## config.mk

```make
export PLATFORM = sky130hd
export DESIGN_NAME = serial_adder
export DESIGN_NICKNAME = d
export VERILOG_FILES = /design/src/rtl/arith_pkg.sv /design/src/rtl/serial_adder_full_adder.sv /design/src/rtl/serial_adder.sv
export SDC_FILE = /design/constraint.sdc
export NUM_CORES = 1
export LEC_CHECK = 0
export ABC_AREA = 1
export CORE_ASPECT_RATIO = 1.2
export CORE_MARGIN = 5
export CORE_UTILIZATION = 49
export CTS_BUF_LIST = sky130_fd_sc_hd__clkbuf_4
export DETAILED_ROUTE_END_ITERATION = 6
export HOLD_SLACK_MARGIN = 0.03
export PLACE_DENSITY = 0.86
export SKIP_CTS_REPAIR_TIMING = 1
export SYNTH_ARGS = -nofsm -noshare
export SYNTH_HDL_FRONTEND = slang
export SYNTH_SLANG_ARGS = --single-unit
```

## constraint.sdc

```tcl
create_clock -name clk -period 1.3 [get_ports clk]
set_clock_uncertainty 0.15 [all_clocks]
set_input_delay 0.39 -clock clk [delete_from_list [all_inputs] [get_ports clk]]
set_output_delay 0.39 -clock clk [all_outputs]
set_load 0.01 [all_outputs]
```

## src/rtl/arith_pkg.sv

```systemverilog
// arith_pkg: definitions shared by the serial adder and its bit slice.
//   WIDTH_DEFAULT : default operand width of serial_adder
//   state_e       : control FSM states (IDLE, BUSY, DONE)
package arith_pkg;

  localparam int WIDTH_DEFAULT = 8;

  typedef enum logic [1:0] {
    IDLE = 2'd0,
    BUSY = 2'd1,
    DONE = 2'd2
  } state_e;

endpackage : arith_pkg

```

## src/rtl/serial_adder_full_adder.sv

```systemverilog
// full_adder: combinational 1-bit full adder used as the serial bit slice.
//   a, b  : operand bits
//   cin   : carry in
//   s     : sum bit   (a ^ b ^ cin)
//   cout  : carry out (majority of a, b, cin)
module full_adder (
  input  logic a,
  input  logic b,
  input  logic cin,
  output logic s,
  output logic cout
);

  assign s    = a ^ b ^ cin;
  assign cout = (a & b) | (a & cin) | (b & cin);

endmodule : full_adder

```

## src/rtl/serial_adder.sv

```systemverilog
// serial_adder: bit-serial adder, one bit per clock, LSB first.
//   clk   : clock, all state changes on the rising edge
//   rst   : synchronous active-high reset (wins over start)
//   start : load a/b and begin an addition (accepted in IDLE or DONE only)
//   a, b  : operands, sampled on the accepting edge
//   busy  : high for the WIDTH cycles in which bits are processed
//   done  : one-cycle pulse when sum/cout hold the final result
//   sum   : a + b mod 2^WIDTH, updated only when an addition completes
//   cout  : carry out of the MSB, updated together with sum
module serial_adder
  import arith_pkg::*;
#(
  parameter int WIDTH = WIDTH_DEFAULT
) (
  input  logic             clk,
  input  logic             rst,
  input  logic             start,
  input  logic [WIDTH-1:0] a,
  input  logic [WIDTH-1:0] b,
  output logic             busy,
  output logic             done,
  output logic [WIDTH-1:0] sum,
  output logic             cout
);

  // One extra counter bit so the terminal count WIDTH-1 never wraps.
  localparam int CNT_W = $clog2(WIDTH) + 1;
  localparam logic [CNT_W-1:0] LAST_CNT = CNT_W'(WIDTH - 1);

  state_e             state_q, state_d;
  logic [WIDTH-1:0]   a_sh_q,  a_sh_d;
  logic [WIDTH-1:0]   b_sh_q,  b_sh_d;
  logic [WIDTH-1:0]   acc_q,   acc_d;
  logic               carry_q, carry_d;
  logic [CNT_W-1:0]   cnt_q,   cnt_d;
  logic               busy_q,  busy_d;
  logic               done_q,  done_d;
  logic [WIDTH-1:0]   sum_q,   sum_d;
  logic               cout_q,  cout_d;

  logic               fa_s;
  logic               fa_c;
  logic [WIDTH-1:0]   msb_s;
  logic [WIDTH-1:0]   acc_shift_s;

  full_adder u_fa (
    .a    (a_sh_q[0]),
    .b    (b_sh_q[0]),
    .cin  (carry_q),
    .s    (fa_s),
    .cout (fa_c)
  );

  // Next state, datapath shifting and registered output values.
  always_comb begin
    state_d = state_q;
    a_sh_d  = a_sh_q;
    b_sh_d  = b_sh_q;
    acc_d   = acc_q;
    carry_d = carry_q;
    cnt_d   = cnt_q;
    sum_d   = sum_q;
    cout_d  = cout_q;
    busy_d  = 1'b0;
    done_d  = 1'b0;

    // New sum bit enters at the MSB; built this way so WIDTH=1 needs no slice.
    msb_s              = '0;
    msb_s[WIDTH-1]     = fa_s;
    acc_shift_s        = (acc_q >> 1) | msb_s;

    case (state_q)
      IDLE, DONE: begin
        if (start) begin
          a_sh_d  = a;
          b_sh_d  = b;
          acc_d   = '0;
          carry_d = 1'b0;
          cnt_d   = '0;
          state_d = BUSY;
          busy_d  = 1'b1;
        end else begin
          state_d = IDLE;
        end
      end
      BUSY: begin
        a_sh_d  = a_sh_q >> 1;
        b_sh_d  = b_sh_q >> 1;
        acc_d   = acc_shift_s;
        carry_d = fa_c;
        if (cnt_q == LAST_CNT) begin
          // Last bit: publish the result; visible outputs never show partials.
          state_d = DONE;
          done_d  = 1'b1;
          sum_d   = acc_shift_s;
          cout_d  = fa_c;
        end else begin
          cnt_d   = cnt_q + CNT_W'(1);
          busy_d  = 1'b1;
        end
      end
      default: begin
        state_d = IDLE;
      end
    endcase
  end

  // State and datapath registers with synchronous reset.
  always_ff @(posedge clk) begin
    if (rst) begin
      state_q <= IDLE;
      a_sh_q  <= '0;
      b_sh_q  <= '0;
      acc_q   <= '0;
      carry_q <= 1'b0;
      cnt_q   <= '0;
      busy_q  <= 1'b0;
      done_q  <= 1'b0;
      sum_q   <= '0;
      cout_q  <= 1'b0;
    end else begin
      state_q <= state_d;
      a_sh_q  <= a_sh_d;
      b_sh_q  <= b_sh_d;
      acc_q   <= acc_d;
      carry_q <= carry_d;
      cnt_q   <= cnt_d;
      busy_q  <= busy_d;
      done_q  <= done_d;
      sum_q   <= sum_d;
      cout_q  <= cout_d;
    end
  end

  assign busy = busy_q;
  assign done = done_q;
  assign sum  = sum_q;
  assign cout = cout_q;

endmodule : serial_adder

```

==> results.toml, run 1 <==
[synth]
netlist_instances = 206
synth.yosys.seq_area_share_pct = 47.3
synth-compound-area-share_pct = 10.2
synth_top_family_by_area = "simple AND/OR/NAND/NOR gates"
syn_area_sq_um = 1740
synth_fa_ha_area_share_pct = 1.87
synth_warnings = 0
yosys.area_share.simple_pct = 34.3
syn_area_per_cell_sq_um = 8.43
syn-num-nets = 227
synth-xor-area-share_pct = 0
synthMuxAreaShare_pct = 0
ys_types = 22
ys_ff_latch = 41

[cts]
cts.sinks = 41
clockRootBuffer = "clkbuf_4"
ctsHtreeMaxLevel = 2
clkLatencyLatePin_ps = 350
cts_buffers = 5
path_clk_slew_ps = 120
cts_buffer_depth = 2
cts_tree = "done"

[worst_setup_path]
cp.arrival_ps = 810
path_buf_inv = 1
max_stage_delay_ps = 340
path_max_fanout = 2
worstSetupPathType = "flip-flop to primary output"
cp_top_family = "flip-flops"
cp.required_ps = 760
cp-end-kind = "primary output"
setup.worst_path.start_class = "flip-flop"
crit_chain = "clkbuf_2"
cp_slowest_cell = "dfxtp_2"

[die]
die_height_um = 75.2
start_util_pct = 51.1
io_pins = 30
core_region_area_sq_um = 3400
rows = 23
die_area_sq_um = 4840
die_x_um = 64.3

[route]
dr.pass1.iters = 4
wl_met1_um = 1560
drc = 0
via_per_inst = 5.17
drt_iter0_drc = 82
wl_met2_um = 2060
wl_met3_um = 222
dr.max_layer_used = "met4"
wl_per_cell_um = 13.2
totalWireLength_um = 3920
vias = 1536
ant_nets = 0

[sta]
period_minus_slack_ps = 1350
setup_tns_ps = -720
hold_viol_final = 0
rsz0062_at_grt = "true"
tightest_slew_ps = 271
max-slew-margin-rel_pct = 81.7
fmax_mhz = 740
setup_slack_ps = -50.9
post-route-period-util_pct = 104
final_max_slew_viol_count = 0
finalSetupViolations = 24

[place]
placedCellCount = 283
dp_hpwl_um = 2630
io_buffers = 29
dp_slack_ps = -340
gp_congestion = 0.843

[layout]
nFillCells = 264
area.growth.synth_to_final_pct = 38.3
layout-drive-gt1-share_pct = 41.5
multi_input_area_sq_um = 888
antenna_cells = 0
fin_cells = 297
ff_latch_area_sq_um = 840
final_cell_mix = "33 x nand2_1, 31 x nor2_1, 26 x dfxtp_1, 21 x buf_4, 18 x clkdlybuf4s50_1"
fin_nets = 280
layout_commonest_cell = "nand2_1"

[run_status]
status = "complete, but fails checks"
violations = "negative setup slack"

[grt]
grt_usage_pct = 16.5
overflow = 0
grt_max_degree = 24
grt_pass1_vias = 1474
grt_pass1_wl_um = 6220
antenna_found_initial = 0

[pwr]
irDropWorstVdd_mv = 0.739
power_mw = 2.61
p_leak_nw = 1.03
powerDensity_nw_per_um2 = 1090

[run]
drv_cap = 0

[min_path]
hold_class = "flip-flop to flip-flop"
final timing paths:
kind / startpoint / endpoint / slack (ps) / cells past startpoint
max: sum[3] / sum[3] / -50 / 1
min: acc_q[5] / sum[4] / 320 / 2
max reg2reg: cnt_q[1] / cout / -40 / 7
min reg2reg: acc_q[5] / sum[4] / 320 / 2
flip-flops by register name, summed over array words and instances (netlist names):
register  count
a_sh_q        8
b_sh_q        8
sum           8
acc_q         7
cnt_q         4
state_q       2
busy          1
carry_q       1
cout          1
done          1
worst min-delay path: stages, from the launching register on:
cell	delay, ps
dfxtp_1	350
nand2_1	70
nand2_1	40
cell families after synthesis:
logic type / count (synthesis)
simple gates: 117
flops: 41
compound gates: 28
buf+inv: 18
fa+ha+maj: 2
through the flow:
| step | hold WS [ps] | area (sq um) | utilization, % |
|---|---|---|---|
| final | 318 | 2400 | 70.7 |
| after global routing | 336 | 2400 | 70.7 |
| after CTS | 324 | 2270 | 66.8 |
| after detailed placement | 307 | 2190 | 64.5 |
| after global placement | 301 | 2190 | 64.5 |
| after floorplan | 291 | 1750 | - |
area by class of cell:
cell class / instances / area share (%)
Multi-Input combinational cell: 149 / 37.0
Sequential cell: 41 / 34.9
Timing Repair Buffer: 54 / 21.3
Tap cell: 37 / 1.93
Clock buffer: 6 / 1.88
Inverter: 8 / 1.56
Clock inverter: 2 / 1.41
per-layer routing:
metal  vias up  GRT usage, %
li1        773             -
met1       710          18.1
met2        46          30.2
met3         7          3.58
met4         0          8.69
met5         -             0
where the power goes:
| group | internal, mW | switching, mW | total (mW) |
|---|---|---|---|
| registers | 1.32 | 0.0380 | 1.36 |
| logic | 0.205 | 0.224 | 0.429 |
| clock network | 0.421 | 0.402 | 0.823 |
Yosys cell counts:
master   number  area (sq um)
nor3_2        8          80.1
o21ai_0      14          70.1
nand4_1       1          6.26
nand3_1      14          70.1
a21oi_1       4          20.0
buf_4         2          15.0
nand2_4       3          33.8
nor2_4        1          11.3
inv_1         4          15.0
inv_2         4          15.0
dfxtp_1      41           821
nand2_1      36           135
a21oi_2      10          87.6
nand2_2      12          75.1
nor2_1       34           128
buf_6         4          45.0
buf_2         4          20.0
ha_1          1          12.5
nor3_1        6          30.0
or2_2         1          6.26
nor2_8        1          20.0
fa_1          1          20.0
Power figures use the tool's default switching activity.
==> run 2: changes to the inputs <==
--- a/config.mk
+++ b/config.mk
@@ -8,11 +8,12 @@
 export ABC_AREA = 1
 export CORE_ASPECT_RATIO = 1.2
 export CORE_MARGIN = 5
-export CORE_UTILIZATION = 49
+export CORE_UTILIZATION = 58
 export CTS_BUF_LIST = sky130_fd_sc_hd__clkbuf_4
 export DETAILED_ROUTE_END_ITERATION = 6
+export DONT_BUFFER_PORTS = 1
 export HOLD_SLACK_MARGIN = 0.03
-export PLACE_DENSITY = 0.86
+export PLACE_DENSITY = 0.84
 export SKIP_CTS_REPAIR_TIMING = 1
 export SYNTH_ARGS = -nofsm -noshare
 export SYNTH_HDL_FRONTEND = slang
==> run 2 against run 1 <==
Compared with the run above:
- the run ends with negative hold slack, negative setup slack left
- sequential power hardly changed
- hold slack worse by 390 ps
- count of clock-buffer cells in the layout is 1 lower
- first-iteration DRC count is 33% lower
- combinational power is 37% lower
==> results.toml, run 2 (same netlist as run 1, synthesis figures left out) <==
[sta]
tightest_slew_ps = 325
max-slew-margin-rel_pct = 78.3
setup_tns_ps = -514
rsz0062_at_grt = "true"
fmax_mhz = 731
post-route-period-util_pct = 105
timing.hold.ws_ps = -73.1
setup_slack_ps = -67.6
final_max_slew_viol_count = 0
hold_viol_final = 18
period_minus_slack_ps = 1370
finalSetupViolations = 12

[die]
io_pins = 30
start_util_pct = 61.2
rows = 21
core_region_area_sq_um = 2840
die_area_sq_um = 4190
die_height_um = 69.9
die_x_um = 60.0

[layout]
finalInstanceArea_sq_um = 1970
layout-drive-gt1-share_pct = 35.9
final_cell_mix = "33 x nor2_1, 32 x dfxtp_1, 30 x nand2_1, 17 x nand2_2"
fin_nets = 237
layout_commonest_cell = "nor2_1"
area.growth.synth_to_final_pct = 13.5
antenna_cells = 0
fin_cells = 251

[run_status]
violations = "negative hold slack, negative setup slack"
status = "complete, but fails checks"

[cts]
ctsHtreeMaxLevel = 2
cts_tree = "done"
path_clk_slew_ps = 120
cts.sinks = 41
clkLatencyLatePin_ps = 350
cts_buffer_depth = 2
cts_buffers = 5
clockRootBuffer = "clkbuf_4"

[worst_setup_path]
worstSetupPathType = "flip-flop to flip-flop"
crit_path_start = "cnt_q[0]"
setup.worst_path.start_class = "flip-flop"
r2r_start = "cnt_q[0]"
path_max_fanout = 7
cp-end-kind = "flip-flop"
cp.required_ps = 1440
cp.arrival_ps = 1510

[pwr]
pwr-share-comb_pct = 10.3
p_leak_nw = 0.823
p_clk_share_pct = 38.0
powerDensity_nw_per_um2 = 1330
p_switching_mw = 0.607
irDropWorstVdd_mv = 0.955
swShare_pct = 23.2
pwr-share-seq_pct = 51.7
intPower_mw = 2.02

[route]
vias = 1370
drc = 0
ant_nets = 0
wl_per_cell_um = 13.6
totalWireLength_um = 3420
drt_iter0_drc = 55
dr.pass1.iters = 4
via_per_inst = 5.46

[grt]
antenna_found_initial = 0
grt_pass1_vias = 1299
grt_pass1_wl_um = 5450
overflow = 0
grt_max_degree = 22
grt_usage_pct = 16.7

[place]
gp_congestion = 0.830
dpl_cell_area_sq_um = 1780
io_buffers = 0
dp_hpwl_um = 2300
placedCellCount = 239
dp_slack_ps = -41.4

[run]
drv_cap = 0

[min_path]
hold_class = "input port to flip-flop"
hold_start = "rst"
==> run 2: cell count changes in the layout (fill, tap and decap cells not counted), moves of 2 or more <==
cell	change
clkdlybuf4s50_1	-18
buf_4	-11
buf_6	-10
dfxtp_1	+6
dfxtp_2	-6
nand2_2	+5
nand2_1	-3
buf_12	-2
inv_4	+2
nand2_4	-2
nor2_1	+2
==> run 2: per-layer routing <==
| metal | GRT usage, % | vias to the layer above | share of wire (%) |
|---|---|---|---|
| met5 | 0 | - | 0 |
| met4 | 5.42 | 0 | 0.91 |
| met2 | 28.6 | 30 | 54 |
| met3 | 5.71 | 5 | 5.6 |
| li1 | - | 688 | - |
| met1 | 18.7 | 647 | 40 |
==> run 2: through the flow <==
stage / power [mW] / utilization [%] / hold slack (ps)
CTS: 2.63 / 66.4 / -79.2
detailed placement: 1.64 / 62.8 / 307
floorplan: 1.61 / - / 291
global placement: 1.63 / 62.8 / 302
global route: 2.74 / 69.4 / -102
finish: 2.62 / 69.4 / -73.1
==> run 2: worst max-delay path: stages, from the launching register on <==
cell     delay (ps)
dfxtp_2         370
ha_4            160
nand2_4          50
nor2_4          170
nand2_8         110
nor2_4          160
nand2_1          80
nand2_1          60
==> run 2: cell type report <==
type	instances	area (sq um)
multi-input combinational	149	872
tap	34	42.5
sequential	41	832
clock inverter	3	65.1
timing repair buffer	11	86.3
clock buffer	5	37.5
fill	232	867
inverter	8	35.0
==> run 2: worst paths after layout <==
check / end / slack [ps] / cells past startpoint
worst max-delay path: sum[5] / -70 / 7
worst min-delay path: carry_q / -70 / 1
worst max register to register: sum[5] / -70 / 7
worst min register to register: b_sh_q[7] / 330 / 2
==> run 2: power groups by stage <==
| stage | sequential, mW | combinational (mW) | clock, mW |
|---|---|---|---|
| global route | 1.37 | 0.306 | 1.07 |
| finish | 1.36 | 0.269 | 0.997 |
| detailed placement | 1.38 | 0.258 | 0 |
| floorplan | 1.38 | 0.233 | 0 |
| global placement | 1.38 | 0.254 | 0 |
| CTS | 1.36 | 0.260 | 1.02 |
